--- src/rtl/shift_unit.sv ---
// Multi-cycle programmable shifter (SLL/SRL/SRA/ROL) with start/busy/done handshake.
// Up to Step bit positions are shifted per clock; the result is held in out until the next completion.
module shift_unit #(
    parameter int Width = 32,
    parameter int Step  = 1,
    parameter int ShW   = $clog2(Width)
) (
    input  logic             clk,
    input  logic             reset,
    input  logic             start,
    input  logic [1:0]       mode,
    input  logic [Width-1:0] In,
    input  logic [ShW-1:0]   shamt,
    output logic             busy,
    output logic             done,
    output logic [Width-1:0] out
);

    typedef enum logic [1:0] {
        IDLE  = 2'b00,
        SHIFT = 2'b01,
        DONE  = 2'b10
    } state_t;

    typedef enum logic [1:0] {
        SLL = 2'b00,
        SRL = 2'b01,
        SRA = 2'b10,
        ROL = 2'b11
    } mode_t;

    // One extra bit so Step == Width (a power of two) is representable.
    localparam logic [ShW:0] StepV  = (ShW + 1)'(Step);
    localparam logic [ShW:0] WidthV = (ShW + 1)'(Width);

    state_t             state_q, state_d;
    mode_t              mode_q, mode_d;
    logic [Width-1:0]   work_q, work_d;
    logic [ShW-1:0]     rem_q, rem_d;
    logic [Width-1:0]   out_d;
    logic [ShW:0]       rem_ext;
    logic [ShW:0]       step_n;
    logic [Width-1:0]   shifted;
    logic               accept;

    // Per-cycle shift by n = min(Step, remaining); n is never 0 while in SHIFT.
    always_comb begin
        rem_ext = {1'b0, rem_q};
        step_n  = (rem_ext > StepV) ? StepV : rem_ext;
        shifted = work_q;
        unique case (mode_q)
            SLL: shifted = work_q << step_n;
            SRL: shifted = work_q >> step_n;
            SRA: shifted = $signed(work_q) >>> step_n;
            ROL: shifted = (work_q << step_n) | (work_q >> (WidthV - step_n));
            default: shifted = work_q;
        endcase
    end

    always_comb begin
        state_d = state_q;
        mode_d  = mode_q;
        work_d  = work_q;
        rem_d   = rem_q;
        out_d   = out;
        accept  = start && (state_q != SHIFT);

        unique case (state_q)
            SHIFT: begin
                work_d = shifted;
                rem_d  = rem_q - step_n[ShW-1:0];
                if (rem_q == step_n[ShW-1:0]) begin
                    out_d   = shifted;
                    state_d = DONE;
                end
            end
            DONE:    state_d = IDLE;
            default: state_d = state_q;
        endcase

        // A request in IDLE or DONE overrides the default next state.
        if (accept) begin
            work_d = In;
            mode_d = mode_t'(mode);
            rem_d  = shamt;
            if (shamt == '0) begin
                out_d   = In;
                state_d = DONE;
            end else begin
                state_d = SHIFT;
            end
        end
    end

    always_ff @(posedge clk) begin
        if (reset) begin
            state_q <= IDLE;
            mode_q  <= SLL;
            work_q  <= '0;
            rem_q   <= '0;
            out     <= '0;
            busy    <= 1'b0;
            done    <= 1'b0;
        end else begin
            state_q <= state_d;
            mode_q  <= mode_d;
            work_q  <= work_d;
            rem_q   <= rem_d;
            out     <= out_d;
            busy    <= (state_d == SHIFT);
            done    <= (state_d == DONE);
        end
    end

endmodule

--- config.mk ---
export PLATFORM = sky130hd
export DESIGN_NAME = shift_unit
export DESIGN_NICKNAME = d
export VERILOG_FILES = /design/src/rtl/shift_unit.sv
export SDC_FILE = /design/constraint.sdc
export NUM_CORES = 1
export LEC_CHECK = 0
export ABC_AREA = 1
export CAP_MARGIN = 20
export CORE_MARGIN = 2
export CORE_UTILIZATION = 55
export DETAILED_ROUTE_END_ITERATION = 16
export PLACE_DENSITY = 0.82
export SYNTH_ARGS = -nofsm -noshare
export SYNTH_HDL_FRONTEND = slang
export SYNTH_SLANG_ARGS = --single-unit
--- constraint.sdc ---
create_clock -name clk -period 3.45 [get_ports clk]
set_clock_uncertainty 0.2 [all_clocks]
set_input_delay 1.035 -clock clk [delete_from_list [all_inputs] [get_ports clk]]
set_output_delay 1.035 -clock clk [all_outputs]
set_load 0.1 [all_outputs]
==> results.txt <==
Status = finished, final reports clean
Total gr overflow = 0
Period minus WS final = 3.00 ns
ANT nets after route = 0
Main synth FF type = dfxtp_1
Critical Path Fanout Max = 38
Rows = 34
PostCTS Resize Cnt = 0
GRT Total Usage = 0.310
Root buffer cell = clkbuf_8
Vias per cell = 5.82
Pwr/cell area = 610 nW/um^2
Met2 Resource Use GR = 0.492
Net Switching = 1.68 mW
Die Y = 99.2 um
First-iteration detailed-routing DRC count = 423
Clock power share = 0.220
Period Utilization, post-route = 0.871
Largest net degree at the start of global routing = 41
Comb power frac = 0.496
Nets = 878
Endpoints failing hold = 0
Synthesized area = 4980 um^2
Worst Path Required = 3.49 ns
Crit path capture type = flop
Postcts setup bufs = 0
Post-DP HPWL = 10.7 mm
Clk_lat worst skew = 0.36 ns
Hold buffers post-CTS = 0
Max frequency = 333 MHz
Fillers = 815
CTS tree = built
Num Clock Sinks = 75
Worst-Margin Slew = 1.03 ns
Sequential share of power = 0.284
Pre-Repair DR Iteration Count = 7
M1 GR Usage = 0.435
Final WL = 15.0 mm
Port Buffers = 75
Commonest non-fill, non-tap cell in the layout = nand2_1
Initial antenna violation count = 0
Gpl congestion = 0.963
Grt peak-use layer = met2
Cell Int Power = 1.91 mW
Synthesis Warnings = 0
# diodes = 0
Worst min path class = reg2reg
CTS max path bufs = 2
Yosys reg bits = 75
CORE AREA = 8760 um^2
Clk slew on worst S/H paths = 0.08 ns
Max Cap Viol = 0
Slew headroom = 0.310
Vias in the first global route = 5087
Initial Utilization = 0.569
Switching Fraction = 0.468
Unrepaired setup endpoints after global routing = no
Met3 Use GR = 0.0471
Total Neg Setup Slack = 0 ns
Post-place setup slack = 0.448 ns
Synthesized Nets = 823
DR vias = 5496
Critical Path Source Type = flop
DIE AREA = 9840 um^2
Avg WL per Cell = 15.8 um
Gate Count Post-Synth = 777
VDD IR max = 0.332 mV
Number of flops mapped to enable cells by yosys = 0
DRC violations left = 0
First-pass GRT wire length = 24.9 mm
Ports = 76
Top cell type's share of synthesized area = 0.301
FFs w/ async S/R, synth = 0
Layout area overhead = 18.1%
Fin worst setup slack = 0.446 ns
Seq/Total Area, Yosys = 0.301
Area leader, netlist = dfxtp_1
Depth of the CTS H-tree = 3
Crit path DAT = 3.04 ns
Critical path class = reg2reg
Avg Cell Area, Syn = 6.41 um^2
Leak Pwr = 2.61 nW
Fraction of layout cells with a size suffix above 1 = 0.141
CTS buffer count = 9
Die width = 99.2 um
Top cells by area, synth = dfxtp_1, nand2_1, nand3_1
Final Util = 0.671
Setup Viol. Count Final = 0
Final Slew Violations = 0
Distinct cells, synth = 43
Leading cell types in the layout, fill and taps excluded = nand2_1, dfxtp_1, nand3_1, inv_1, o21ai_0
-- cell type report --
cell class                 instances  area [um^2]  share of cell area
clock buffer                      10          138              0.0234
multi-input combinational        584         2970               0.505
tap                              108          135              0.0230
clock inverter                     6         88.8              0.0151
timing repair buffer              91          786               0.134
inverter                          71          267              0.0453
sequential                        75         1500               0.255
-- synth_stat cells, types with 6 or more instances --
cell and instances:
inv_1 66, clkbuf_1 20, nor2_1 30, a21oi_2 6, nand2_1 247, nand2_4 9, buf_2 16, a31oi_1 28
o21ai_1 17, o211ai_1 8, o21ai_0 63, a21oi_1 47, nand4_1 8, mux2i_1 7, nand2_2 7, dfxtp_1 75
nand3_1 67
-- final timing paths --
kind                           from                  to  slack, ns  depth (start not counted)
max          mode_q[0]$_SDFFE_PP0P_  out[24]$_SDFF_PP0_       0.45                          7
min              out[18]$_SDFF_PP0_  out[18]$_SDFF_PP0_       0.29                          2
max reg2reg  mode_q[0]$_SDFFE_PP0P_  out[24]$_SDFF_PP0_       0.45                          7
min reg2reg      out[18]$_SDFF_PP0_  out[18]$_SDFF_PP0_       0.29                          2
-- per-layer routing --
metal | wire (um) | up-vias | share of wire
met2 | 6770 | 244 | 0.45
met4 | 327 | 0 | 0.022
met1 | 6690 | 2545 | 0.45
met5 | 0 | - | 0
met3 | 1180 | 27 | 0.079
li1 | - | 2680 | -
-- flip-flops by register name, summed over array words and instances, names as in the netlist --
register	cells
state_q	2
work_q	32
out	32
busy	1
rem_q	5
mode_q	2
done	1
-- kinds of logic (layout without fill, tap and decap cells) --
logic type      after synthesis  in the layout  synth area share
fa+ha+maj                     4              4            0.0100
simple gates                387            387             0.351
other cells                   1              1          0.000753
buf+inv                     118            178             0.104
flops                        75             75             0.301
mux                           7              7            0.0141
xor+xnor                      1              1           0.00176
compound gates              184            184             0.217
-- power groups by stage --
stage	clock network, mW	logic, mW	registers (mW)
after floorplan	0	1.14	1.27
after global placement	0	1.71	1.03
after detailed placement	0	1.74	1.04
after CTS	0.799	1.75	1.02
after global routing	0.830	1.94	1.03
final	0.788	1.78	1.02
-- per-stage QoR --
| step | cells | instance area [um^2] | total power, mW | hold slack [ns] |
|---|---|---|---|---|
| 2_1_floorplan | 777 | 4980 | 2.40 | 0.263 |
| 3_3_place_gp | 929 | 5660 | 2.74 | 0.273 |
| 3_5_place_dp | 929 | 5660 | 2.78 | 0.271 |
| 4_1_cts | 945 | 5880 | 3.57 | 0.293 |
| 5_1_grt | 945 | 5880 | 3.80 | 0.324 |
| 6_report | 945 | 5880 | 3.59 | 0.294 |
-- critical path: stages (launching register included) --
cell and delay (ns):
dfxtp_1 0.42, nor2_2 0.15, nor2_2 0.83, inv_2 0.55, o21ai_0 0.37, a31oi_1 0.10, mux2i_1 0.17, a21oi_1 0.07
(Power assumes the default switching activity.)
